==> config.mk <==
export PLATFORM = sky130hd
export DESIGN_NAME = encoder4to2_pend
export DESIGN_NICKNAME = d
export VERILOG_FILES = /design/src/rtl/encoder_pkg.sv /design/src/rtl/pri_enc4.sv /design/src/rtl/encoder4to2_pend.sv
export SDC_FILE = /design/constraint.sdc
export NUM_CORES = 1
export LEC_CHECK = 0
export ABC_AREA = 1
export BUFFER_PORTS_ARGS = -buffer_cell sky130_fd_sc_hd__buf_4
export CORE_MARGIN = 3
export CORE_UTILIZATION = 44
export DETAILED_ROUTE_END_ITERATION = 8
export PLACE_DENSITY = 0.69
export SLEW_MARGIN = 0
export SYNTH_ARGS = -nofsm -noshare
export SYNTH_HDL_FRONTEND = slang
export SYNTH_HIERARCHICAL = 1
export SYNTH_SLANG_ARGS = --single-unit
==> constraint.sdc <==
create_clock -name CLK -period 1.6 [get_ports CLK]
set_input_delay 0.4 -clock CLK [delete_from_list [all_inputs] [get_ports CLK]]
set_output_delay 0.4 -clock CLK [all_outputs]
set_load 0.02 [all_outputs]
==> src/rtl/encoder_pkg.sv <==
// Shared types and constants for the 4-to-2 pending-request encoder.
// Latency: n/a (declarations only).
// Backpressure: n/a.
package encoder_pkg;

    localparam int N_REQ = 4;
    localparam int IDX_W = 2;

    // One flop: IDLE means no code is on offer, PRESENT means Y holds a valid code.
    typedef enum logic {
        IDLE    = 1'b0,
        PRESENT = 1'b1
    } state_t;

    // Expands an index into the request bit it refers to.
    function automatic logic [N_REQ-1:0] onehot(input logic [IDX_W-1:0] idx);
        logic [N_REQ-1:0] r;
        r      = '0;
        r[idx] = 1'b1;
        return r;
    endfunction

endpackage

==> src/rtl/pri_enc4.sv <==
// Priority pick over 4 request bits, searching downward from a start index with wrap.
// Latency: purely combinational.
// Backpressure: none; the caller decides when the pick is consumed.
module pri_enc4
    import encoder_pkg::*;
(
    input  logic [N_REQ-1:0] req_i,
    input  logic [IDX_W-1:0] start_i,
    output logic [IDX_W-1:0] idx_o,
    output logic             any_o
);

    logic [IDX_W-1:0] cand;

    // Walk start, start-1, ... (mod 4); the first set bit wins.
    always_comb begin
        idx_o = start_i;
        any_o = 1'b0;
        cand  = start_i;
        for (int k = 0; k < N_REQ; k++) begin
            cand = start_i - IDX_W'(k);
            if (!any_o && req_i[cand]) begin
                idx_o = cand;
                any_o = 1'b1;
            end
        end
    end

endmodule

==> src/rtl/encoder4to2_pend.sv <==
// Collects request bits into a pending set and offers their encoded index one at a time.
// Latency: a request captured at edge k is offered as Y/V right after edge k.
// Backpressure: with RDY=0 the offered code holds (no preemption); requests keep accumulating.
// Build option: define ENCODER_ROUND_ROBIN_EN for rotating priority; otherwise highest index wins.
module encoder4to2_pend
    import encoder_pkg::*;
#(
    parameter logic [IDX_W-1:0] IDLE_CODE = 2'b00
) (
    input  logic             CLK,
    input  logic             RST_N,
    input  logic [N_REQ-1:0] D,
    input  logic             EN,
    input  logic             RDY,
    output logic [IDX_W-1:0] Y,
    output logic             V,
    output logic [N_REQ-1:0] PEND,
    output logic             OVF
);

    state_t           state_q, state_d;
    logic [IDX_W-1:0] y_q, y_d;
    logic             v_q, v_d;
    logic [N_REQ-1:0] pend_q, pend_d;
    logic             ovf_q, ovf_d;

    logic [N_REQ-1:0] clr;
    logic [N_REQ-1:0] cap;
    logic             grant;
    logic [IDX_W-1:0] start_idx;
    logic [IDX_W-1:0] pick_idx;
    logic             pick_any;

    // Pending set: granted bit drops out, newly captured bits join; a new request beats a same-edge clear.
    always_comb begin
        grant  = v_q & RDY;
        clr    = grant ? onehot(y_q) : '0;
        cap    = EN ? D : '0;
        pend_d = (pend_q & ~clr) | cap;
        ovf_d  = ovf_q | (|(cap & pend_q & ~clr));
    end

`ifdef ENCODER_ROUND_ROBIN_EN
    logic [IDX_W-1:0] ptr_q, ptr_d;

    // Pointer remembers the last granted index; the grant in this very cycle takes effect immediately.
    always_comb begin
        ptr_d     = grant ? y_q : ptr_q;
        start_idx = ptr_d - IDX_W'(1);
    end

    // Rotation pointer register.
    always_ff @(posedge CLK or negedge RST_N) begin
        if (!RST_N) begin
            ptr_q <= '0;
        end else begin
            ptr_q <= ptr_d;
        end
    end
`else
    // Fixed priority: always start the search at the highest index.
    always_comb begin
        start_idx = IDX_W'(N_REQ - 1);
    end
`endif

    pri_enc4 u_pri_enc4 (
        .req_i   (pend_d),
        .start_i (start_idx),
        .idx_o   (pick_idx),
        .any_o   (pick_any)
    );

    // Next state and next offered code; a held offer is never replaced until it is accepted.
    always_comb begin
        state_d = state_q;
        y_d     = y_q;
        v_d     = v_q;
        case (state_q)
            IDLE: begin
                if (pick_any) begin
                    state_d = PRESENT;
                    y_d     = pick_idx;
                    v_d     = 1'b1;
                end else begin
                    y_d = IDLE_CODE;
                    v_d = 1'b0;
                end
            end
            PRESENT: begin
                if (RDY) begin
                    if (pick_any) begin
                        y_d = pick_idx;
                        v_d = 1'b1;
                    end else begin
                        state_d = IDLE;
                        y_d     = IDLE_CODE;
                        v_d     = 1'b0;
                    end
                end
            end
            default: begin
                state_d = IDLE;
                y_d     = IDLE_CODE;
                v_d     = 1'b0;
            end
        endcase
    end

    // State, offer, pending set and sticky overflow registers.
    always_ff @(posedge CLK or negedge RST_N) begin
        if (!RST_N) begin
            state_q <= IDLE;
            y_q     <= IDLE_CODE;
            v_q     <= 1'b0;
            pend_q  <= '0;
            ovf_q   <= 1'b0;
        end else begin
            state_q <= state_d;
            y_q     <= y_d;
            v_q     <= v_d;
            pend_q  <= pend_d;
            ovf_q   <= ovf_d;
        end
    end

    assign Y    = y_q;
    assign V    = v_q;
    assign PEND = pend_q;
    assign OVF  = ovf_q;

endmodule

==> impl_metrics.py, run 1 <==
metrics = {
    "pwr": {
        "ir_drop_mv": 0.548,
        "p_comb_share_pct": 59.4,
        "p_int_uw": 723,
        "share_clk_of_total_power_pct": 14.9,
        "net-switching-power_uw": 515,
        "sequentialPowerShare_pct": 25.6,
        "p_per_area_mw_per_mm2": 1030,
        "power.static_leakage_uw": 0.000671,
        "p_sw_share_pct": 41.6,
    },
    "cells_and_area": {
        "leading_cell_type_in_the_layout_fill_and_taps_excluded": "sky130_fd_sc_hd__nand2_1",
        "layoutNonFillerInstCount": 191,
        "antenna-diode-count": 0,
        "syn2layout_area_growth_pct": 57.5,
        "mostFrequentLayoutCells": "43 x sky130_fd_sc_hd__nand2_1, 41 x sky130_fd_sc_hd__buf_4, 15 x sky130_fd_sc_hd__nand2_2, 9 x sky130_fd_sc_hd__conb_1, 8 x sky130_fd_sc_hd__inv_2",
        "stdcell_area_mm2": 0.00121,
        "final_layout_size_suffix_gt1_share_pct": 50.3,
        "final_net_count": 184,
    },
    "die": {
        "design.die.area_mm2": 0.00228,
        "ioPinCount": 16,
        "initial_core_util_pct": 48.6,
        "core_region_area_mm2": 0.00158,
        "placementRows": 14,
        "dieHeight_um": 47.7,
        "floorplan.die.width_um": 47.7,
    },
    "timing": {
        "setup_viol": 4,
        "report.final.hold_viol_count": 0,
        "rsz0062_at_grt": "yes",
        "layout_min_cycle_time_ps": 1740,
        "drv_slew": 0,
        "min_period_over_period_pct": 109,
        "fmax_ghz": 0.574,
        "fin_ws_ps": -143,
        "clock-skew-final_ps": 2.35,
        "hold_ws_ps": 489,
    },
    "synth": {
        "synth_sequential_area_ratio_pct": 29.4,
        "syn-instance-count": 122,
        "synth.cell_area_um2": 766,
        "yosys_warnings": 6,
        "synth_area_leaders": "sky130_fd_sc_hd__dfrtp_1 29%, sky130_fd_sc_hd__nand2_1 25%, sky130_fd_sc_hd__nand3_1 5.9%",
        "synthDominantCellAreaShare_pct": 29.4,
        "ys_types": 18,
        "ys_seq_elements": 9,
        "synth.avg_cell_area_um2": 6.28,
        "synth.largest_area_cell": "sky130_fd_sc_hd__dfrtp_1",
    },
    "outcome": {
        "status": "finished with violations",
        "violations": "negative setup slack",
    },
    "global_route": {
        "global_route_wire_length_before_repair_um": 3330,
        "grt_pass1_vias": 827,
        "pin_count_of_the_biggest_net_entering_global_routing": 11,
        "globalRoute.totalOverflow": 0,
        "grt_usage_pct": 20.3,
        "grt_antenna_before_repair": 0,
    },
    "drt": {
        "detailedRoute.firstPassIterationCount": 4,
        "via_count_of_the_routed_design": 921,
        "drt-wirelength-per-cell_um": 11.3,
        "routed_wl_um": 2170,
        "drt-vias-per-instance": 4.82,
        "drt_iter0_drc": 12,
        "count_of_unresolved_drc_violations_after_routing": 0,
        "postRouteAntennaNets": 0,
    },
    "flow_run": {
        "cap_violations": 0,
    },
    "place": {
        "routabilityCongestion": 0.788,
        "placement.cell_area_um2": 998,
        "number_of_i_o_port_buffers": 15,
        "placed_cells_incl_taps": 170,
        "dp_hpwl_um": 1340,
    },
    "setup_path": {
        "worst-r2r-setup-slack_ps": -140,
        "critical_path.reg2reg.startpoint": "Y[0]",
        "timing.critical_path.mode_cell": "sky130_fd_sc_hd__buf_4",
        "worst-endpoint-required_ps": 1790,
        "worst_path_dominant_cell_family": "buffers and inverters",
        "number_of_cells_on_the_worst_reg_to_reg_path": 11,
        "critical_path.n_buffers_inverters": 10,
        "path_max_fanout": 5,
        "worst_ep_arrival_time_ps": 1930,
        "critical_path.cell_chain": "inv_2, buf_4, buf_4, buf_4, buf_4, buf_4, buf_4, buf_4, buf_4, buf_4, o21ai_1",
        "slowest_stage_cell_on_the_critical_path": "sky130_fd_sc_hd__dfrtp_2",
        "critPathKind": "reg -> reg",
        "r2r-end": "Y[0]",
        "critPathCaptureType": "flip-flop",
        "critPathMaxStageDelay_ps": 410,
        "timing.critical_path.from_type": "flip-flop",
    },
    "clocking": {
        "cts.sink_count": 9,
        "htreeDepth": 1,
        "tritoncts.num_buffers": 3,
        "clock_path_buffers": 2,
        "clk_pin_slew_worst_paths_ps": 70,
        "clkLatencyLatePin_ps": 260,
        "clock-root-buffer": "sky130_fd_sc_hd__clkbuf_4",
        "clock_tree_from_tritoncts": "done",
    },
    "hold_path": {
        "timing.hold.worst.class": "in -> async",
    },
}
==> power by group through the flow <==
stage | Clock (µW) | Combinational (µW) | Sequential (µW)
finish | 185 | 736 | 317
global route | 202 | 805 | 321
CTS | 179 | 654 | 312
detailed placement | 0 | 524 | 315
global placement | 0 | 516 | 312
floorplan | 0 | 279 | 359
==> cells in the mapped netlist <==
library cell,count
sky130_fd_sc_hd__nand2_1,52
sky130_fd_sc_hd__inv_1,11
sky130_fd_sc_hd__dfrtp_1,9
sky130_fd_sc_hd__nand3_1,9
sky130_fd_sc_hd__nor2_1,9
sky130_fd_sc_hd__nand2_2,7
sky130_fd_sc_hd__inv_2,4
sky130_fd_sc_hd__nand3_2,4
sky130_fd_sc_hd__o21ai_1,4
sky130_fd_sc_hd__nand2_4,3
sky130_fd_sc_hd__nor2_2,2
sky130_fd_sc_hd__o21ai_0,2
sky130_fd_sc_hd__a21oi_1,1
sky130_fd_sc_hd__a21oi_4,1
sky130_fd_sc_hd__buf_6,1
sky130_fd_sc_hd__conb_1,1
sky130_fd_sc_hd__nand4_1,1
sky130_fd_sc_hd__o21a_1,1
==> sequential cells by signal, summed over array words and instances, names as in the netlist <==
| register | flops |
|---|---|
| Y | 2 |
| OVF | 1 |
| state_q | 1 |
| PEND | 4 |
| V | 1 |
==> cell type report <==
cell class	count	area [µm²]
multi-input combinational	105	557
fill	134	370
timing repair buffer	42	318
sequential	9	229
inverter	15	56.3
clock buffer	4	26.3
tap	16	20.0
==> routing by layer <==
layer,part of all wire (%),track usage [%],vias up
met5,0,0,-
met4,4.0,9.68,0
met3,3.0,1.50,8
met2,51,36.1,23
met1,42,24.4,415
li1,-,-,475
==> logic make-up (layout without fill, tap and decap cells) <==
kind of cell | Yosys count | after routing | synth area share, %
simple gates | 87 | 87 | 53.6
buf+inv | 16 | 61 | 8.82
compound gates | 9 | 9 | 7.68
flops | 9 | 9 | 29.4
other cells | 1 | 9 | 0.490
==> timing repair <==
item / in CTS / in global routing
gates resized for setup: 8 / 13
endpoints found under the setup margin: 4 / 4
hold buffers: 1 / 0
pin swaps: 9 / 10
endpoints found under the hold margin: 9 / 0
buffers inserted: 14 / 2
==> through the flow <==
step,util (%),setup TNS [ps],total power [µW],worst slack (ps)
final,76.5,-371,1240,-143
after global routing,76.5,-889,1330,-263
after CTS,73.7,-196,1140,-94.3
after detailed placement,63.3,-617,839,-206
after global placement,63.3,-516,828,-173
after floorplan,-,-30.9,638,-12.6
==> worst max-delay path by stage <==
stage	slack (ps)	endpoint	cells past startpoint	from
3_5_place_dp	-210	Y[0]	17	RDY
4_1_cts	-90	Y[0]	14	Y[0]
5_1_grt	-260	Y[0]	14	Y[0]
2_1_floorplan	-10	Y[0]	14	Y[0]
6_report	-140	Y[0]	11	Y[0]
3_3_place_gp	-170	Y[0]	17	RDY
==> worst register-to-register path, delay by kind of cell (launching register included) <==
family                 cells  cell delay [ps]
buffers and inverters     10             1150
AO/OA/AOI/OAI              1              120
flip-flops                 1              410
(Power assumes the default switching activity.)
==> run 2, diff against run 1 <==
- CORE_AREA: not set -> 3 3 40 42
- CORE_MARGIN: 3 -> not set
- CORE_UTILIZATION: 44 -> not set
- DIE_AREA: not set -> 0 0 43 45
- PLACE_DENSITY: 0.69 -> not set
- SYNTH_HIERARCHICAL: 1 -> not set
==> run 2 against run 1 <==
Effect of this change:
- the run now ends clean
- sequential share of layout area up 19 points
- worst setup slack improved by 480 ps
- die area down 15%
- register-to-register slack better by 610 ps
- global-route usage fell by 9.6 points
- clock skew rose by 6.4 ps
- critical path type is now reg -> out
- flip-flop and latch count unchanged
- via count fell by 60%
- largest cell class is now sequential cells
- synthesized cell count down 59%
- power is 40% lower
- utilization decreased by 30 points
- area after synthesis is 45% lower
==> impl_metrics.py, run 2 <==
metrics = {
    "outcome": {
        "status": "complete, no violations",
    },
    "hold_path": {
        "hold_depth": 3,
        "timing.hold.worst.class": "in -> reg",
        "worst_hold_startpoint": "D[3]",
    },
    "drt": {
        "drt-vias-per-instance": 4.39,
        "count_of_unresolved_drc_violations_after_routing": 0,
        "drt_iter0_drc": 4,
        "via_count_of_the_routed_design": 373,
        "detailedRoute.firstPassIterationCount": 2,
        "postRouteAntennaNets": 0,
        "routed_wl_um": 879,
        "drt-wirelength-per-cell_um": 10.3,
    },
    "place": {
        "dp_hpwl_um": 742,
        "placement.cell_area_um2": 556,
        "routabilityCongestion": 0.745,
        "number_of_i_o_port_buffers": 15,
    },
    "setup_path": {
        "critical_path.n_buffers_inverters": 1,
        "endpoint": "Y[0]",
        "path_max_fanout": 6,
        "worst-r2r-setup-slack_ps": 470,
        "slowest_stage_cell_on_the_critical_path": "sky130_fd_sc_hd__dfrtp_1",
        "worst_ep_arrival_time_ps": 870,
        "r2r-end": "V",
        "critPathCaptureType": "output port",
        "critPathMaxStageDelay_ps": 430,
        "worst-endpoint-required_ps": 1200,
        "number_of_cells_on_the_worst_reg_to_reg_path": 6,
        "worst_path_dominant_cell_family": "flip-flops",
        "timing.critical_path.from_type": "flip-flop",
        "critPathKind": "reg -> out",
        "timing.critical_path.from": "Y[0]",
        "critical_path.reg2reg.startpoint": "Y[1]",
        "worstSetupPathDepth": 1,
        "critical_path.cell_chain": "buf_4",
    },
    "synth": {
        "asyncSetResetFlopFracSynth_pct": 100,
        "synth_sequential_area_ratio_pct": 53.1,
        "yosysMostFrequentCell": "sky130_fd_sc_hd__nand2_1",
        "synth.cell_area_um2": 424,
        "synthDominantCellAreaShare_pct": 53.1,
        "ys_seq_elements": 9,
        "yosys_warnings": 0,
        "syn-instance-count": 50,
        "synthFlopType": "sky130_fd_sc_hd__dfrtp_1",
        "synth_common_cells": "14 x sky130_fd_sc_hd__nand2_1, 9 x sky130_fd_sc_hd__dfrtp_1, 8 x sky130_fd_sc_hd__nor2_1",
        "syn_nets": 58,
        "synth-edff-count": 0,
        "synth_area_leaders": "sky130_fd_sc_hd__dfrtp_1 53%, sky130_fd_sc_hd__nand2_1 12%, sky130_fd_sc_hd__nor2_1 7.1%",
        "ys_types": 13,
        "synth.avg_cell_area_um2": 8.48,
        "synth.largest_area_cell": "sky130_fd_sc_hd__dfrtp_1",
    },
    "cells_and_area": {
        "syn2layout_area_growth_pct": 39.5,
        "leading_cell_type_in_the_layout_fill_and_taps_excluded": "sky130_fd_sc_hd__buf_4",
        "final_net_count": 79,
        "antenna-diode-count": 0,
        "final_layout_size_suffix_gt1_share_pct": 38.6,
        "stdcell_area_um2": 592,
        "fill_cells": 140,
        "largest_register_ffs": 4,
        "mostFrequentLayoutCells": "15 x sky130_fd_sc_hd__buf_4, 14 x sky130_fd_sc_hd__nand2_1, 9 x sky130_fd_sc_hd__dfrtp_1, 8 x sky130_fd_sc_hd__nor2_1, 5 x sky130_fd_sc_hd__inv_1",
    },
    "timing": {
        "drv_slew": 0,
        "fmax_ghz": 0.790,
        "tns_ps": 0,
        "timing_worst_slew_pin_value_ps": 170,
        "setup_viol": 0,
        "report.final.hold_viol_count": 0,
        "layout_min_cycle_time_ps": 1270,
        "slew-limit-headroom_pct": 88.6,
        "rsz0062_at_grt": "no",
        "min_period_over_period_pct": 79.1,
        "clock-skew-final_ps": 8.73,
    },
    "global_route": {
        "pin_count_of_the_biggest_net_entering_global_routing": 10,
        "grt_pass1_vias": 349,
        "grt_usage_pct": 10.7,
        "global_route_wire_length_before_repair_um": 1440,
        "grt_antenna_before_repair": 0,
        "globalRoute.totalOverflow": 0,
    },
    "clocking": {
        "clock_tree_from_tritoncts": "done",
        "clk_pin_slew_worst_paths_ps": 70,
        "post_cts_buffers": 0,
        "tritoncts.num_buffers": 3,
        "clock-root-buffer": "sky130_fd_sc_hd__clkbuf_4",
        "clock_path_buffers": 2,
        "htreeDepth": 1,
        "cts.sink_count": 9,
        "clkLatencyLatePin_ps": 260,
    },
    "die": {
        "ioPinCount": 16,
        "floorplan.die.width_um": 43,
        "initial_core_util_pct": 33.0,
        "design.die.area_mm2": 0.00194,
        "dieHeight_um": 45,
        "core_region_area_mm2": 0.00128,
        "placementRows": 13,
    },
    "flow_run": {
        "cap_violations": 0,
    },
    "pwr": {
        "power.static_leakage_uw": 0.000288,
        "ir_drop_mv": 0.706,
        "p_per_area_mw_per_mm2": 1260,
    },
}
[run 2: worst min path at each step]
stage / to / slack (ps)
floorplan: OVF / 100
detailed placement: Y[1] / 230
CTS: PEND[3] / 390
global placement: Y[1] / 230
global route: PEND[3] / 420
finish: PEND[3] / 400
[run 2: area by class of cell]
cell class | instances | area [µm²] | share of cell area [%]
multi-input combinational | 35 | 176 | 29.8
inverter | 6 | 22.5 | 3.81
sequential | 9 | 225 | 38.1
tap | 15 | 18.8 | 3.17
clock buffer | 4 | 26.3 | 4.44
timing repair buffer | 16 | 123 | 20.7
[run 2: where the power goes]
group | leakage [µW] | switching (µW) | internal, µW | total (µW)
sequential | 0.0000870 | 34.7 | 267 | 302
combinational | 0.000186 | 157 | 109 | 266
clock | 0.0000150 | 79.4 | 95.9 | 175
[run 2: stage by stage]
stage | hold slack, ps | total power (µW) | worst slack, ps | std cells | util [%]
3_3_place_gp | 233 | 575 | 385 | 80 | 43.2
3_5_place_dp | 234 | 575 | 386 | 80 | 43.2
5_1_grt | 418 | 793 | 298 | 85 | 46.1
6_report | 397 | 743 | 334 | 85 | 46.1
4_1_cts | 395 | 755 | 325 | 85 | 46.1
2_1_floorplan | 104 | 468 | 448 | 50 | -
[run 2: routing by layer]
| metal | global-route usage (%) | vias to the layer above | wire, µm |
|---|---|---|---|
| li1 | - | 196 | - |
| met1 | 14.2 | 164 | 421 |
| met2 | 15.3 | 11 | 373 |
| met3 | 2.79 | 2 | 71 |
| met4 | 7.23 | 0 | 12 |
| met5 | 0 | - | 0 |
[run 2: logic make-up after synthesis]
group | count (synthesis) | synth area share (%)
AND/OR/NAND/NOR | 29 | 32.4
AO/OA/AOI/OAI | 6 | 9.15
buffers and inverters | 6 | 5.31
flip-flops | 9 | 53.1
[run 2: repair_timing]
action                    CTS  global route
hold buffers                1             0
gates resized for setup     0             0
hold endpoints to repair    9             0
